`config.mk`:
```
export PLATFORM = sky130hd
export DESIGN_NAME = axi4_burst_master
export DESIGN_NICKNAME = d
export VERILOG_FILES = /design/src/rtl/axi4_pkg.sv /design/src/rtl/axi4_beat_ctr.sv /design/src/rtl/axi4_burst_master_chk.sv /design/src/rtl/axi4_burst_master.sv
export SDC_FILE = /design/constraint.sdc
export NUM_CORES = 1
export LEC_CHECK = 0
export ABC_CLOCK_PERIOD_IN_PS = 2900
export CAP_MARGIN = 20
export CORE_AREA = 5 5 162 164
export CTS_CLUSTER_SIZE = 16
export DETAILED_ROUTE_END_ITERATION = 16
export DIE_AREA = 0 0 167 169
export GPL_TIMING_DRIVEN = 0
export PLACE_DENSITY = 0.61
export SETUP_SLACK_MARGIN = 0.4
export SLEW_MARGIN = 15
export SYNTH_ARGS = -nofsm -noshare
export SYNTH_HDL_FRONTEND = slang
export SYNTH_SLANG_ARGS = --single-unit
```
`constraint.sdc`:
```
create_clock -name clock -period 2.9 [get_ports clock]
set_input_delay 0.58 -clock clock [delete_from_list [all_inputs] [get_ports clock]]
set_output_delay 0.58 -clock clock [all_outputs]
set_load 0.05 [all_outputs]
```
`src/rtl/axi4_pkg.sv`:
```
// Shared AXI4 constants, FSM state type and response-ranking helper for the
// axi4_burst_master block.
package axi4_pkg;

  localparam logic [1:0] AXI_BURST_INCR  = 2'b01;
  localparam logic [1:0] AXI_RESP_OKAY   = 2'b00;
  localparam logic [1:0] AXI_RESP_EXOKAY = 2'b01;
  localparam logic [1:0] AXI_RESP_SLVERR = 2'b10;
  localparam logic [1:0] AXI_RESP_DECERR = 2'b11;

  // 8-byte beats on a 64-bit data bus
  localparam logic [2:0] AXI_SIZE_64 = 3'd3;

  typedef enum logic [2:0] {
    IDLE = 3'd0,
    AW   = 3'd1,
    W    = 3'd2,
    B    = 3'd3,
    AR   = 3'd4,
    R    = 3'd5
  } axi_state_e;

  // Worse of two responses: DECERR > SLVERR > EXOKAY > OKAY
  function automatic logic [1:0] resp_worst(input logic [1:0] a, input logic [1:0] b);
    logic [1:0] res;
    if (a == AXI_RESP_DECERR || b == AXI_RESP_DECERR) begin
      res = AXI_RESP_DECERR;
    end else if (a == AXI_RESP_SLVERR || b == AXI_RESP_SLVERR) begin
      res = AXI_RESP_SLVERR;
    end else if (a == AXI_RESP_EXOKAY || b == AXI_RESP_EXOKAY) begin
      res = AXI_RESP_EXOKAY;
    end else begin
      res = AXI_RESP_OKAY;
    end
    return res;
  endfunction

endpackage

```
`src/rtl/axi4_beat_ctr.sv`:
```
// Beat counter for one AXI burst: cleared when a command is accepted,
// advanced on each data handshake; is_last flags the beat numbered len.
module axi4_beat_ctr (
  input  logic       clock,
  input  logic       reset,
  input  logic       clear,
  input  logic       inc,
  input  logic [7:0] len,
  output logic       is_last
);

  logic [7:0] cnt_r;

  // Track how many beats of the current burst have been exchanged
  always_ff @(posedge clock) begin
    if (reset) begin
      cnt_r <= 8'd0;
    end else if (clear) begin
      cnt_r <= 8'd0;
    end else if (inc) begin
      cnt_r <= cnt_r + 8'd1;
    end else begin
      cnt_r <= cnt_r;
    end
  end

  assign is_last = (cnt_r == len);

endmodule

```
`src/rtl/axi4_burst_master_chk.sv`:
```
// Simulation checker for axi4_burst_master: a burst must stay inside one
// 4 KiB page. Contains no synthesizable logic of consequence.
module axi4_burst_master_chk (
  input logic        clock,
  input logic        reset,
  input logic        cmd_fire,
  input logic [11:0] page_off,
  input logic [7:0]  cmd_len
);

  logic [13:0] last_byte_s;

  // Offset of the final byte touched by the burst within its page
  assign last_byte_s = {2'b00, page_off | 12'h007} + {3'b000, cmd_len, 3'b000};

  // Accepted command must not run past the end of its 4 KiB page
  a_no_4k_cross: assert property (@(posedge clock) disable iff (reset)
    cmd_fire |-> (last_byte_s <= 14'd4095))
    else $error("axi4_burst_master: burst crosses a 4 KiB boundary");

endmodule

```
`src/rtl/axi4_burst_master.sv`:
```
// AXI4 initiator: turns a command + data-stream interface into single-ID INCR
// bursts, one transaction outstanding at a time.
// Optional feature: define AXI4_RESP_CHECK_EN to get a sticky err flag on
// non-OKAY responses and on r_last / beat-count disagreement.
module axi4_burst_master
  import axi4_pkg::*;
#(
  parameter int ID_W   = 4,
  parameter int ADDR_W = 28,
  parameter int DATA_W = 64,
  parameter int TXN_ID = 0
) (
  input  logic                clock,
  input  logic                reset,
  input  logic                cmd_valid,
  output logic                cmd_ready,
  input  logic                cmd_write,
  input  logic [ADDR_W-1:0]   cmd_addr,
  input  logic [7:0]          cmd_len,
  input  logic                wdata_valid,
  output logic                wdata_ready,
  input  logic [DATA_W-1:0]   wdata,
  input  logic [DATA_W/8-1:0] wstrb,
  output logic                rdata_valid,
  input  logic                rdata_ready,
  output logic [DATA_W-1:0]   rdata,
  output logic                rdata_last,
  output logic                done,
  output logic [1:0]          done_resp,
  output logic                err,
  output logic                io_axi4_0_aw_valid,
  input  logic                io_axi4_0_aw_ready,
  output logic [ID_W-1:0]     io_axi4_0_aw_id,
  output logic [ADDR_W-1:0]   io_axi4_0_aw_addr,
  output logic [7:0]          io_axi4_0_aw_len,
  output logic [2:0]          io_axi4_0_aw_size,
  output logic [1:0]          io_axi4_0_aw_burst,
  output logic                io_axi4_0_w_valid,
  input  logic                io_axi4_0_w_ready,
  output logic [DATA_W-1:0]   io_axi4_0_w_data,
  output logic [DATA_W/8-1:0] io_axi4_0_w_strb,
  output logic                io_axi4_0_w_last,
  input  logic                io_axi4_0_b_valid,
  output logic                io_axi4_0_b_ready,
  input  logic [1:0]          io_axi4_0_b_resp,
  output logic                io_axi4_0_ar_valid,
  input  logic                io_axi4_0_ar_ready,
  output logic [ID_W-1:0]     io_axi4_0_ar_id,
  output logic [ADDR_W-1:0]   io_axi4_0_ar_addr,
  output logic [7:0]          io_axi4_0_ar_len,
  output logic [2:0]          io_axi4_0_ar_size,
  output logic [1:0]          io_axi4_0_ar_burst,
  input  logic                io_axi4_0_r_valid,
  output logic                io_axi4_0_r_ready,
  input  logic [DATA_W-1:0]   io_axi4_0_r_data,
  input  logic [1:0]          io_axi4_0_r_resp,
  input  logic                io_axi4_0_r_last
);

  localparam logic [ID_W-1:0] TXN_ID_C = ID_W'(TXN_ID);

  axi_state_e        state_r;
  logic [ADDR_W-1:0] addr_r;
  logic [7:0]        len_r;
  logic              cmd_ready_r;
  logic              aw_valid_r;
  logic              ar_valid_r;
  logic              b_ready_r;
  logic              done_r;
  logic [1:0]        done_resp_r;
  logic [1:0]        resp_max_r;
  logic              is_last_s;
  logic              cmd_fire_s;
  logic              w_fire_s;
  logic              b_fire_s;
  logic              r_fire_s;
  logic              in_w_s;
  logic              in_r_s;

  assign in_w_s     = (state_r == W);
  assign in_r_s     = (state_r == R);
  assign cmd_fire_s = cmd_valid & cmd_ready_r;
  assign w_fire_s   = in_w_s & wdata_valid & io_axi4_0_w_ready;
  assign b_fire_s   = (state_r == B) & io_axi4_0_b_valid & b_ready_r;
  assign r_fire_s   = in_r_s & io_axi4_0_r_valid & rdata_ready;

  axi4_beat_ctr u_beat_ctr (
    .clock   (clock),
    .reset   (reset),
    .clear   (cmd_fire_s),
    .inc     (w_fire_s | r_fire_s),
    .len     (len_r),
    .is_last (is_last_s)
  );

  axi4_burst_master_chk u_chk (
    .clock    (clock),
    .reset    (reset),
    .cmd_fire (cmd_fire_s),
    .page_off (cmd_addr[11:0]),
    .cmd_len  (cmd_len)
  );

  // Transaction sequencer with registered control outputs
  always_ff @(posedge clock) begin
    if (reset) begin
      state_r     <= IDLE;
      addr_r      <= '0;
      len_r       <= 8'd0;
      cmd_ready_r <= 1'b1;
      aw_valid_r  <= 1'b0;
      ar_valid_r  <= 1'b0;
      b_ready_r   <= 1'b0;
      done_r      <= 1'b0;
      done_resp_r <= 2'b00;
      resp_max_r  <= 2'b00;
    end else begin
      done_r <= 1'b0;
      case (state_r)
        IDLE: begin
          if (cmd_fire_s) begin
            addr_r      <= {cmd_addr[ADDR_W-1:3], 3'b000};
            len_r       <= cmd_len;
            cmd_ready_r <= 1'b0;
            resp_max_r  <= AXI_RESP_OKAY;
            if (cmd_write) begin
              state_r    <= AW;
              aw_valid_r <= 1'b1;
            end else begin
              state_r    <= AR;
              ar_valid_r <= 1'b1;
            end
          end
        end
        AW: begin
          if (io_axi4_0_aw_ready) begin
            aw_valid_r <= 1'b0;
            state_r    <= W;
          end
        end
        W: begin
          if (w_fire_s && is_last_s) begin
            b_ready_r <= 1'b1;
            state_r   <= B;
          end
        end
        B: begin
          if (b_fire_s) begin
            b_ready_r   <= 1'b0;
            done_r      <= 1'b1;
            done_resp_r <= io_axi4_0_b_resp;
            cmd_ready_r <= 1'b1;
            state_r     <= IDLE;
          end
        end
        AR: begin
          if (io_axi4_0_ar_ready) begin
            ar_valid_r <= 1'b0;
            state_r    <= R;
          end
        end
        R: begin
          if (r_fire_s) begin
            resp_max_r <= resp_worst(resp_max_r, io_axi4_0_r_resp);
            if (io_axi4_0_r_last) begin
              done_r      <= 1'b1;
              done_resp_r <= resp_worst(resp_max_r, io_axi4_0_r_resp);
              cmd_ready_r <= 1'b1;
              state_r     <= IDLE;
            end
          end
        end
        default: begin
          state_r     <= IDLE;
          cmd_ready_r <= 1'b1;
          aw_valid_r  <= 1'b0;
          ar_valid_r  <= 1'b0;
          b_ready_r   <= 1'b0;
        end
      endcase
    end
  end

`ifdef AXI4_RESP_CHECK_EN
  logic err_r;

  // Latch any bad response or r_last / beat-count disagreement until reset
  always_ff @(posedge clock) begin
    if (reset) begin
      err_r <= 1'b0;
    end else if (b_fire_s && (io_axi4_0_b_resp != AXI_RESP_OKAY)) begin
      err_r <= 1'b1;
    end else if (r_fire_s && ((io_axi4_0_r_resp != AXI_RESP_OKAY) ||
                              (io_axi4_0_r_last != is_last_s))) begin
      err_r <= 1'b1;
    end else begin
      err_r <= err_r;
    end
  end

  assign err = err_r;
`else
  assign err = 1'b0;
`endif

  assign cmd_ready = cmd_ready_r;
  assign done      = done_r;
  assign done_resp = done_resp_r;

  assign io_axi4_0_aw_valid = aw_valid_r;
  assign io_axi4_0_aw_id    = TXN_ID_C;
  assign io_axi4_0_aw_addr  = addr_r;
  assign io_axi4_0_aw_len   = len_r;
  assign io_axi4_0_aw_size  = AXI_SIZE_64;
  assign io_axi4_0_aw_burst = AXI_BURST_INCR;

  // Write data passes straight through, but only once AW has been accepted
  assign io_axi4_0_w_valid = in_w_s & wdata_valid;
  assign io_axi4_0_w_data  = wdata;
  assign io_axi4_0_w_strb  = wstrb;
  assign io_axi4_0_w_last  = in_w_s & is_last_s;
  assign wdata_ready       = in_w_s & io_axi4_0_w_ready;

  assign io_axi4_0_b_ready = b_ready_r;

  assign io_axi4_0_ar_valid = ar_valid_r;
  assign io_axi4_0_ar_id    = TXN_ID_C;
  assign io_axi4_0_ar_addr  = addr_r;
  assign io_axi4_0_ar_len   = len_r;
  assign io_axi4_0_ar_size  = AXI_SIZE_64;
  assign io_axi4_0_ar_burst = AXI_BURST_INCR;

  // Read data stream mirrors the R channel while a read burst is active
  assign rdata_valid       = in_r_s & io_axi4_0_r_valid;
  assign rdata             = io_axi4_0_r_data;
  assign rdata_last        = in_r_s & io_axi4_0_r_last;
  assign io_axi4_0_r_ready = in_r_s & rdata_ready;

endmodule
```
==> run metrics <==
worst r2r dst io_axi4_0_ar_addr[25]; status finished, final reports clean; RSZ-0062 raised after global routing false; crit end category flip-flop; num ports 428; post-synthesis simple-gate area fraction between 10% and 20%; P per Cell Area 642.9 mW/mm^2; synthesized cell area 0.003770 sq mm; Final Setup Violations 0; row cnt 58; Die Y-Extent about 170 um; Req. time, crit path 3.12 ns; Syn-to-layout area delta 88.82%; layout cells sized above 1 between 20% and 30%; Final nets 973; Port Buffers 263; core area 0.02475 sq mm; Avg Cell Area, Syn 7.709 sq um; DRC Markers 0; critical path class in2reg; Iter 0 DRT Violations 118; post-synthesis compound-gate area fraction 12.88%; library cells used by synthesis 44; vias in the first global route 4194; Least-Margin Pin Slew 0.7047 ns; flops & latches, synth 53; drt pass-1 iters 4; CTS tree done; Seq/Total Area, Yosys 28.14%; Die Wd 167 um; Static Leak 0.002995 uW; Synth Warn # 0; Max clock buf depth 2; commonest cells after routing, fill and taps aside clkdlybuf4s50_1, buf_4, nand2_1, dfxtp_1, a21oi_1; Root Buffer clkbuf_16; Setup TNS 0 ns; initial antenna violation count 0; crit path launch cmd_valid; Finished Core Util roughly 29%; hold_buf cts 0; Synth Area in XOR/XNOR 2.091%; Overflow after GRT 0; part of the cycle the worst path needs between 80 and 90%; Fin. Hold Viols 0; Relative slew margins 53.02%; post-DR vias/cell 3.630; Post-Synth Adder-Cell Area less than 1%; Worst setup SP type primary input; Peak VDD IR 0.3476 mV; CTS H-tree depth 2; clock latency on the worst-skew pair approximately 0.3 ns; Fmax achieved around 430 MHz; clk slew on worst S/H paths 0.08 ns; CP endpoint io_axi4_0_ar_addr[25]; first-pass GRT wire length 23670 um; flop-to-flop setup slack 0.86 ns; clk sink count 53; global placement routability congestion 0.7723; Reg2Reg Depth 6; Num CTS Buffers 5; DR WL/cell 14.42 um; worst-path cell chain clkdlybuf4s50_1, nand3b_1, nor3_2, buf_4, clkbuf_1, nand2_1, a21oi_1; main combinational cell family by area after synthesis buffers and inverters; clk_skew ~0.011 ns; CP Max Fanout 10; Routed WL 16080 um; # diodes 0; Total Die Area 0.02822 sq mm; reg-to-reg startpoint state_r[0]; mux share of post-synthesis cell area 0%; Hold Crit Class reg2reg; Final Slew Violations 0; largest net degree at the start of global routing 17; remaining antenna violation count 0; CP Data Arrival Time 2.56 ns; Min Clock Period, post-route 2.336 ns; most common cell after layout, fill and taps aside clkdlybuf4s50_1; starting density of the core 15.23%; post-synthesis cell count 489; CP max stage cell clkbuf_1; DP Wirelength approximately 14000 um; gr usage total 10.65%; Critical Path Max Stage Delay 0.52 ns; Max-cap violations 0; total number of vias just over 4000
cells by family after synthesis:
| group | Yosys count |
|---|---|
| AO/OA/AOI/OAI | 81 |
| XOR/XNOR | 9 |
| adder cells (fa/ha/maj) | 1 |
| buffers and inverters | 217 |
| flip-flops | 53 |
| other | 2 |
| AND/OR/NAND/NOR | 126 |
cell type report:
cell class / count / area [sq um]
fillers: 2646 / 17630
repair buffers: 265 / 2649
plain buffers: 212 / 1533
multi-input cells: 242 / 1265
flip-flops and latches: 53 / 1064
well taps: 330 / 412.9
clock buffers: 6 / 138.9
clock inverters: 2 / 37.54
inverters: 5 / 18.77
synthesized netlist by cell type (all sizes together):
| master | n | area, sq um |
|---|---|---|
| nor3 | 3 | 15.01 |
| or2 | 1 | 6.260 |
| a221o | 1 | 10.01 |
| nor4 | 2 | 12.51 |
| a22oi | 1 | 7.510 |
| nand2b | 2 | 12.51 |
| a32oi | 1 | 8.760 |
| a311o | 1 | 10.01 |
| a311oi | 2 | 17.52 |
| a21oi | 49 | 245.2 |
| nand3b | 4 | 30.03 |
| dfxtp | 53 | 1061 |
| ha | 1 | 12.51 |
| a211oi | 4 | 30.03 |
| o21ai | 7 | 35.03 |
| nand2 | 75 | 281.5 |
| nand3 | 7 | 35.03 |
| o211ai | 1 | 7.510 |
| a41o | 1 | 10.01 |
| nor2b | 4 | 25.02 |
| nand4 | 2 | 12.51 |
| a211o | 1 | 8.760 |
| o2111ai | 1 | 8.760 |
| xor2 | 8 | 70.07 |
| a21bo | 1 | 10.01 |
| or3b | 1 | 8.760 |
| a31oi | 1 | 6.260 |
| inv | 5 | 18.77 |
| clkbuf | 15 | 56.30 |
| o41ai | 1 | 8.760 |
| buf | 197 | 1474 |
| a21o | 3 | 22.52 |
| o22ai | 1 | 6.260 |
| or4 | 2 | 15.01 |
| a41oi | 1 | 8.760 |
| o22a | 1 | 8.760 |
| nor2 | 9 | 33.78 |
| o31ai | 2 | 15.01 |
| and2 | 2 | 12.51 |
| and3 | 6 | 37.54 |
| conb | 2 | 7.510 |
| xnor2 | 1 | 8.760 |
| or3 | 6 | 37.54 |
metrics by stage:
| step | worst slack, ns | instance area [sq um] | cells | hold slack, ns | total power, uW |
|---|---|---|---|---|---|
| after floorplan | 0.5664 | 3859 | 512 | 0.4563 | 2926 |
| after global placement | -0.4776 | 6904 | 1105 | 0.4570 | 3853 |
| after detailed placement | -0.03764 | 6917 | 1106 | 0.4607 | 3879 |
| after CTS | 0.3414 | 7113 | 1114 | 0.4722 | 4643 |
| after global routing | 0.4475 | 7118 | 1115 | 0.5009 | 4836 |
| final | 0.5643 | 7118 | 1115 | 0.4700 | 4577 |
critical path: cells and delay by family:
kind / cells / cell delay, ns
and+or+nand+nor: 3 / 0.56
buffers and inverters: 3 / 1.26
AOI/OAI and AO/OA: 1 / 0.15
per-layer routing:
layer / share of wire, % / global-route usage (%) / vias up
li1: - / - / 1981
met1: 38 / 11.83 / 1820
met2: 52 / 19.64 / 238
met3: 9.6 / 3.853 / 9
met4: 0.69 / 2.028 / 0
met5: 0 / 0 / -
timing repair:
item | in CTS | in global routing
gates resized for setup | 23 | 5
pin swaps | 0 | 1
endpoints found under the setup margin | 6 | 10
buffers inserted | 0 | 1
worst min-delay path by stage:
| stage | depth (start not counted) | to | start | slack, ns |
|---|---|---|---|---|
| 2_1_floorplan | 2 | resp_max_r[0] | resp_max_r[0] | 0.46 |
| 3_3_place_gp | 2 | io_axi4_0_ar_addr[6] | io_axi4_0_ar_addr[6] | 0.46 |
| 3_5_place_dp | 2 | io_axi4_0_ar_addr[20] | io_axi4_0_ar_addr[20] | 0.46 |
| 4_1_cts | 2 | io_axi4_0_ar_addr[20] | io_axi4_0_ar_addr[20] | 0.47 |
| 5_1_grt | 2 | io_axi4_0_ar_addr[17] | io_axi4_0_ar_addr[17] | 0.50 |
| 6_report | 2 | io_axi4_0_ar_addr[20] | io_axi4_0_ar_addr[20] | 0.47 |
sequential cells by signal (all words and copies together), names as in the netlist:
| name | cells |
|---|---|
| cmd_ready | 1 |
| resp_max_r | 2 |
| done_resp | 2 |
| io_axi4_0_b_ready | 1 |
| io_axi4_0_ar_len | 8 |
| done | 1 |
| io_axi4_0_ar_addr | 25 |
| io_axi4_0_aw_valid | 1 |
| u_beat_ctr.cnt_r | 8 |
| io_axi4_0_ar_valid | 1 |
| state_r | 3 |
report_power, final:
part           internal, uW  switching (uW)  total (uW)
registers               856             132         988
clock network           432             297         729
logic                  1020            1840        2860
total                  2310            2270        4580
Note: power is estimated with default switching activity, not from simulation.
